## src/rtl/branch_resolve_pkg.sv

```systemverilog
// Shared encodings for the branch-resolve stage: branch kinds, condition codes,
// flag bit positions and datapath widths.
package branch_resolve_pkg;

  localparam int WORDSIZE = 64;
  localparam int OFFSIZE  = 26;

  typedef logic [2:0] brkind_t;
  localparam brkind_t BRKIND_NONE  = 3'd0;
  localparam brkind_t BRKIND_B     = 3'd1;
  localparam brkind_t BRKIND_BCOND = 3'd2;
  localparam brkind_t BRKIND_CBZ   = 3'd3;
  localparam brkind_t BRKIND_CBNZ  = 3'd4;
  localparam brkind_t BRKIND_BR    = 3'd5;

  typedef logic [3:0] cond_t;
  localparam cond_t COND_EQ = 4'h0;
  localparam cond_t COND_NE = 4'h1;
  localparam cond_t COND_HS = 4'h2;
  localparam cond_t COND_LO = 4'h3;
  localparam cond_t COND_MI = 4'h4;
  localparam cond_t COND_PL = 4'h5;
  localparam cond_t COND_VS = 4'h6;
  localparam cond_t COND_VC = 4'h7;
  localparam cond_t COND_HI = 4'h8;
  localparam cond_t COND_LS = 4'h9;
  localparam cond_t COND_GE = 4'hA;
  localparam cond_t COND_LT = 4'hB;
  localparam cond_t COND_GT = 4'hC;
  localparam cond_t COND_LE = 4'hD;
  localparam cond_t COND_AL = 4'hE;
  localparam cond_t COND_NV = 4'hF;

  localparam int FLAG_N = 3;
  localparam int FLAG_Z = 2;
  localparam int FLAG_V = 1;
  localparam int FLAG_C = 0;

endpackage

```

## src/rtl/branch_resolve_cond_eval.sv

```systemverilog
// Combinational condition-code evaluator against an NZVC flag vector; shared
// with conditional-select style instructions.
module branch_resolve_cond_eval
  import branch_resolve_pkg::*;
(
  input  logic [3:0] cond,
  input  logic [3:0] nzvc,
  output logic       pass
);

  logic n, z, v, c;

  assign n = nzvc[FLAG_N];
  assign z = nzvc[FLAG_Z];
  assign v = nzvc[FLAG_V];
  assign c = nzvc[FLAG_C];

  always_comb begin
    pass = 1'b1;
    case (cond)
      COND_EQ: pass = z;
      COND_NE: pass = ~z;
      COND_HS: pass = c;
      COND_LO: pass = ~c;
      COND_MI: pass = n;
      COND_PL: pass = ~n;
      COND_VS: pass = v;
      COND_VC: pass = ~v;
      COND_HI: pass = c & ~z;
      COND_LS: pass = ~(c & ~z);
      COND_GE: pass = (n == v);
      COND_LT: pass = (n != v);
      COND_GT: pass = ~z & (n == v);
      COND_LE: pass = ~(~z & (n == v));
      default: pass = 1'b1;
    endcase
  end

endmodule

```

## src/rtl/branch_resolve.sv

```systemverilog
// Execute-side branch resolution under predict-not-taken: owns the NZVC
// register, resolves branches and registers result/redirect for the memory stage.
module branch_resolve #(
  parameter int WORDSIZE = 64,
  parameter int OFFSIZE  = 26
) (
  input  logic                clk,
  input  logic                rst_n,
  input  logic                in_valid,
  output logic                in_ready,
  input  logic [WORDSIZE-1:0] in_res,
  input  logic [3:0]          in_flags,
  input  logic                in_setflags,
  input  logic [2:0]          in_kind,
  input  logic [3:0]          in_cond,
  input  logic [WORDSIZE-1:0] in_pc,
  input  logic [OFFSIZE-1:0]  in_off,
  input  logic                squash,
  output logic                out_valid,
  input  logic                out_ready,
  output logic [WORDSIZE-1:0] out_res,
  output logic                out_taken,
  output logic [WORDSIZE-1:0] out_target,
  output logic                flush,
  output logic [3:0]          nzvc
);

  import branch_resolve_pkg::*;

  logic                accept;
  logic                pass;
  logic                taken_d;
  logic [WORDSIZE-1:0] target_d;
  logic [WORDSIZE-1:0] off_ext;
  logic [WORDSIZE-1:0] seq_pc;
  logic [WORDSIZE-1:0] br_pc;

  // A taken branch at the output makes whatever sits at the input wrong-path.
  assign flush    = out_valid & out_taken;
  assign in_ready = (~out_valid | out_ready) & ~flush;
  assign accept   = in_valid & in_ready & ~squash;

  // Conditions read the committed flags; the producer wrote them on an earlier edge.
  branch_resolve_cond_eval u_cond_eval (
    .cond (in_cond),
    .nzvc (nzvc),
    .pass (pass)
  );

  assign off_ext = {{(WORDSIZE-OFFSIZE){in_off[OFFSIZE-1]}}, in_off};
  assign seq_pc  = in_pc + WORDSIZE'(4);
  assign br_pc   = in_pc + (off_ext << 2);

  always_comb begin
    taken_d = 1'b0;
    case (in_kind)
      BRKIND_B:     taken_d = 1'b1;
      BRKIND_BCOND: taken_d = pass;
      BRKIND_CBZ:   taken_d = (in_res == '0);
      BRKIND_CBNZ:  taken_d = (in_res != '0);
      BRKIND_BR:    taken_d = 1'b1;
      default:      taken_d = 1'b0;
    endcase

    target_d = seq_pc;
    if (taken_d) begin
      target_d = (in_kind == BRKIND_BR) ? in_res : br_pc;
    end
  end

  always_ff @(posedge clk or negedge rst_n) begin
    if (!rst_n) begin
      out_valid  <= 1'b0;
      out_taken  <= 1'b0;
      out_res    <= '0;
      out_target <= '0;
      nzvc       <= 4'b0000;
    end else if (accept) begin
      out_valid  <= 1'b1;
      out_taken  <= taken_d;
      out_res    <= in_res;
      out_target <= target_d;
      if (in_setflags) begin
        nzvc <= in_flags;
      end
    end else if (out_ready) begin
      out_valid <= 1'b0;
      out_taken <= 1'b0;
    end
  end

endmodule

```

## config.mk

```make
export PLATFORM = sky130hd
export DESIGN_NAME = branch_resolve
export DESIGN_NICKNAME = d
export VERILOG_FILES = /design/src/rtl/branch_resolve_pkg.sv /design/src/rtl/branch_resolve_cond_eval.sv /design/src/rtl/branch_resolve.sv
export SDC_FILE = /design/constraint.sdc
export NUM_CORES = 1
export LEC_CHECK = 0
export BUFFER_PORTS_ARGS = -buffer_cell sky130_fd_sc_hd__buf_4
export CORE_AREA = 2 2 146 148
export CTS_CLUSTER_DIAMETER = 40
export DETAILED_ROUTE_END_ITERATION = 8
export DIE_AREA = 0 0 148 150
export PLACE_DENSITY = 0.82
export SLEW_MARGIN = 20
export SYNTH_ARGS = -nofsm -noshare
export SYNTH_HDL_FRONTEND = slang
export SYNTH_SLANG_ARGS = --single-unit
```

## constraint.sdc

```tcl
create_clock -name clk -period 3.55 [get_ports clk]
set_clock_uncertainty 0.1 [all_clocks]
set_input_delay 1.065 -clock clk [delete_from_list [all_inputs] [get_ports clk]]
set_output_delay 1.065 -clock clk [all_outputs]
set_load 0.01 [all_outputs]
```

# Word-level counts from Yosys, hierarchy flattened
# Index checks and enable logic that the tools add are counted.
# totals
elab_cells	56
output_inout_bits	136
in_bits	171
register_bits	134
# op_classes
eq_ne	20
reduce_logical	6
bitwise_logic	16
mux	7
add_sub_neg	2
# ops
op	count
two-way mux 64 bit	2
adder 64 x 3 -> 64 bit (second input constant)	1
adder 64 bit	1
zero test 64 bit	1
nonzero test 64 bit	1
== test 4 bit (second input constant)	6
== test 4 x 3 -> 1 bit (second input constant)	4
case mux 1 bit (14 select lines)	1
NOT 1 bit	9
== test 4 x 2 -> 1 bit (second input constant)	2
AND 1 bit	6
== test 3 x 2 -> 1 bit (second input constant)	2
== test 3 bit (second input constant)	2
== test 4 x 1 -> 1 bit (second input constant)	1
zero test 4 bit	1
case mux 1 bit (4 select lines)	1
== test 3 x 1 -> 1 bit (second input constant)	1
two-way mux 1 bit	3
AND reduction 2 bit	1
nonzero test 2 bit	1
OR reduction 2 bit	1
== test 1 bit	1
!= test 1 bit	1
OR 1 bit	1

# Longest topological paths before layout
# logic_depth
depth_word	6
ltp_mapped	12
mapped_depth_nobuf	12

# Cells and area by module
# From an unflattened synthesis, not the netlist that was laid out.
# hier_totals
cells_unflattened	1484
hier_area_um2	11335.9
# modules_own_cells
module	cells_per_inst	area_each_um2	seq_area_each_um2	n_inst
branch_resolve	1460	11158.2	3353.2	1
branch_resolve_cond_eval	24	177.7	0.0	1

# Worst setup path after synthesis
# OpenSTA, ideal clock, no wires.
# synth_timing
path_type	input to register
from	input in_pc[2]
to	register out_target[40]
required_ns	3.329
path_stages	12
t_arrival_ns	3.615
path_slack_ns	-0.286
path_buffers	0
cell_sequence	ha_1 > fa_1 > a211oi_1 > nor2_1 > o21ai_0 > a21oi_2 > or3_1 > a21oi_1 > o21ai_1 > xnor2_1 > a21oi_1 > a22o_1
# synth_via
elab_chain_len	3
word_cells_on_any_way	4
classes_between	add/sub: 2; mux: 2
# synth_lines
item	line_no	text
from (decl)	branch_resolve.sv:16	input logic [WORDSIZE-1:0] in_pc,
adder 64 bit	branch_resolve.sv:52	assign br_pc = in_pc + (off_ext << 2);
two-way mux 64 bit	branch_resolve.sv:67	target_d = (in_kind == BRKIND_BR) ? in_res : br_pc;
two-way mux 64 bit (*)	branch_resolve.sv:66	if (taken_d) begin
to (signal assigned)	branch_resolve.sv:82	out_target <= target_d;
to (decl)	branch_resolve.sv:23	output logic [WORDSIZE-1:0] out_target,
# Mark *: on every way between the ends. The rest lies on a longest branch, timed or not.
# A chain may end at the register's enable or synchronous reset.

# Final worst setup path
# layout_timing
from	input in_pc[18]
to	register out_target[63]
# The elaborated chain is that of the path after synthesis.

==> results.json <==
{
  "synth_edf_count": 0,
  "start_util": 0.533,
  "fill_cells": 1367,
  "clockBufferDepth": 2,
  "grt_use_met2": 0.678,
  "area.growth.synth_to_final_pct": 51.5,
  "ant_nets": 0,
  "antennaDiodeCount": 0,
  "yosysWarnings": 0,
  "gr-total-overflow": 0,
  "die_area_sq_um": 22200,
  "die_x_um": 148,
  "synthFlopType": "dfrtp_1",
  "crit_type": "in2reg",
  "synth.net_count": 1688,
  "cap_violations": 0,
  "nNetsFinal": 2250,
  "io_pins": 307,
  "tns_ps": 0,
  "post-dp-hpwl_mm": 39.5,
  "grt_use_total": 0.449,
  "crit_path_start_kind": "primary input",
  "antenna_found_initial": 1,
  "rows": 53,
  "mostFrequentLayoutCells": "buf_4, nand2_1, dfrtp_1",
  "met3_usage": 0.135,
  "gp_congestion": 1.03,
  "cts-htree-levels": 4,
  "slew_headroom": 0.412,
  "wl_per_cell_um": 22.1,
  "cp.arrival_ps": 3690,
  "period_share": 0.981,
  "synth_top_cell_by_area": "dfrtp_1",
  "end_kind": "flop",
  "coreArea_sq_um": 20700,
  "syn_inst": 1454,
  "cts.sinks": 134,
  "hold_class": "reg2reg",
  "p_leak_nw": 8.17,
  "top_usage_layer": "met2",
  "synth_area_sq_um": 11000,
  "max-vdd-ir-drop_uv": 297,
  "die_y_um": 150,
  "synthArstFlopShare": 1.00,
  "clockRootBuffer": "clkbuf_16",
  "synth_area_per_cell_sq_um": 7.59,
  "fmax_ghz": 0.287,
  "drive_gt1_frac": 0.362,
  "clk_latency_ps": 440,
  "dp_slack_ps": -485,
  "grt_pass1_vias": 13700,
  "hold_violations": 0,
  "grt_pass1_wl_mm": 77.1,
  "vias": 14300,
  "max_slew.worst_pin.slew_ps": 882,
  "ys_top_cells_by_area": "dfrtp_1, nand2_1, ha_1",
  "io_buffers": 306,
  "drc": 0,
  "routed_wl_mm": 51.0,
  "setup_viol": 0,
  "firstDrtPassIters": 8,
  "cts-buffers-inserted": 17,
  "grt_max_degree": 135,
  "drv_slew": 0,
  "cp.required_ps": 3760,
  "layout_commonest_cell": "buf_4",
  "cp_max_fo": 4,
  "tritoncts": "built",
  "synth_top_area_share": 0.304,
  "ys_types": 77,
  "rsz0062_at_grt": "true",
  "met1_usage": 0.601,
  "via_per_inst": 6.23,
  "synth-seq-cells": 134,
  "clk_pin_slew_ps": 70,
  "drtIter0Drc": 1881,
  "ys_seq_area_frac": 0.304,
  "status": "completed",
  "hold_buffers": 0,
  "power.density_nw_per_um2": 408,
  "fin_crit_ps": 3480,
  "fin_ws_ps": 69.1
}
[timing repair]
action,4_1_cts,5_1_grt
setup endpoints to repair,1,61
setup buffers,2,4
resized for setup,7,45
pin swaps,6,23
[flip-flops by register name, indices dropped and copies added, names as in the netlist]
signal      flops
nzvc            4
out_res        64
out_taken       1
out_target     64
out_valid       1
[worst paths after layout]
kind,start,endpoint,slack (ps),cells past startpoint
hold / removal,out_target[8],out_target[8],380,2
hold reg to reg,out_target[8],out_target[8],380,2
min in group asynchronous,rst_n,out_res[12],510,1
setup reg to reg,nzvc[1],out_target[52],630,11
max in group asynchronous,rst_n,out_target[46],2010,2
setup / recovery,in_pc[18],out_target[63],70,12
[cells by family after synthesis]
logic type	after synthesis	synth area share
buffers and inverters	105	0.0370
flip-flops	134	0.304
adder cells (fa/ha/maj)	63	0.0721
XOR/XNOR	113	0.0904
multiplexers	11	0.0117
AO/OA/AOI/OAI	385	0.222
AND/OR/NAND/NOR	643	0.262
[metal layers]
layer	part of all wire	vias to the layer above
met5	0.00020	-
met4	0.054	2
met3	0.13	251
met2	0.43	1152
met1	0.38	6625
li1	-	6315
[cell type report]
type,instances,area [sq um],share of cell area
clock buffer,17,425,0.0255
clock inverter,15,136,0.00816
inverter,23,86.3,0.00517
multi-input combinational,1215,7560,0.453
sequential,134,3350,0.201
tap,275,344,0.0206
timing repair buffer,625,4800,0.287
[through the flow]
| step | instances | area [sq um] | utilization | power, W | hold slack [ps] |
|---|---|---|---|---|---|
| 2_1_floorplan | 1454 | 11000 | - | 0.00327 | 407 |
| 3_3_place_gp | 2266 | 15800 | 0.766 | 0.00481 | 355 |
| 3_5_place_dp | 2266 | 15800 | 0.766 | 0.00490 | 358 |
| 4_1_cts | 2300 | 16500 | 0.796 | 0.00665 | 377 |
| 5_1_grt | 2304 | 16700 | 0.808 | 0.00706 | 395 |
| 6_report | 2304 | 16700 | 0.808 | 0.00681 | 379 |
[power breakdown]
group / leakage [nW] / internal [W] / switching, W
sequential: 1.62 / 0.00184 / 0.000256
clock: 0.268 / 0.000922 / 0.000830
combinational: 6.27 / 0.00142 / 0.00155
total: 8.17 / 0.00418 / 0.00264
[worst max-delay path: stages]
cell and delay (ps):
buf_4 100, buf_4 120, and4_1 240, nand4_1 240, or3_4 460, or4b_4 590
nor2_4 160, nand2_1 80, xnor2_1 130, a221o_1 280, o21ai_0 90, o21ai_0 130
[cells in the mapped netlist, types with 3 or more instances]
master / count
nand2_1: 378
dfrtp_1: 134
a21oi_1: 105
o21ai_0: 82
nor2_1: 73
xnor2_1: 71
clkbuf_1: 69
ha_1: 62
xor2_1: 41
nand4_1: 40
a21o_1: 35
o211ai_1: 35
nand3_1: 34
a31oi_1: 23
inv_1: 22
nor3_1: 22
nor4_1: 22
a211oi_1: 14
o22ai_1: 13
o21bai_1: 12
nor2b_1: 11
and3_1: 10
buf_2: 10
o21a_1: 9
and2_1: 7
nand2b_1: 7
o21ai_1: 7
and4_1: 6
o221ai_1: 6
or3_1: 6
a221o_1: 5
a22oi_1: 5
mux2_2: 5
mux2i_1: 5
a221oi_2: 4
a31o_2: 4
or2_2: 4
a22o_1: 3
and3_2: 3
nand4b_1: 3
o31ai_1: 3
Power figures use the tool's default switching activity.
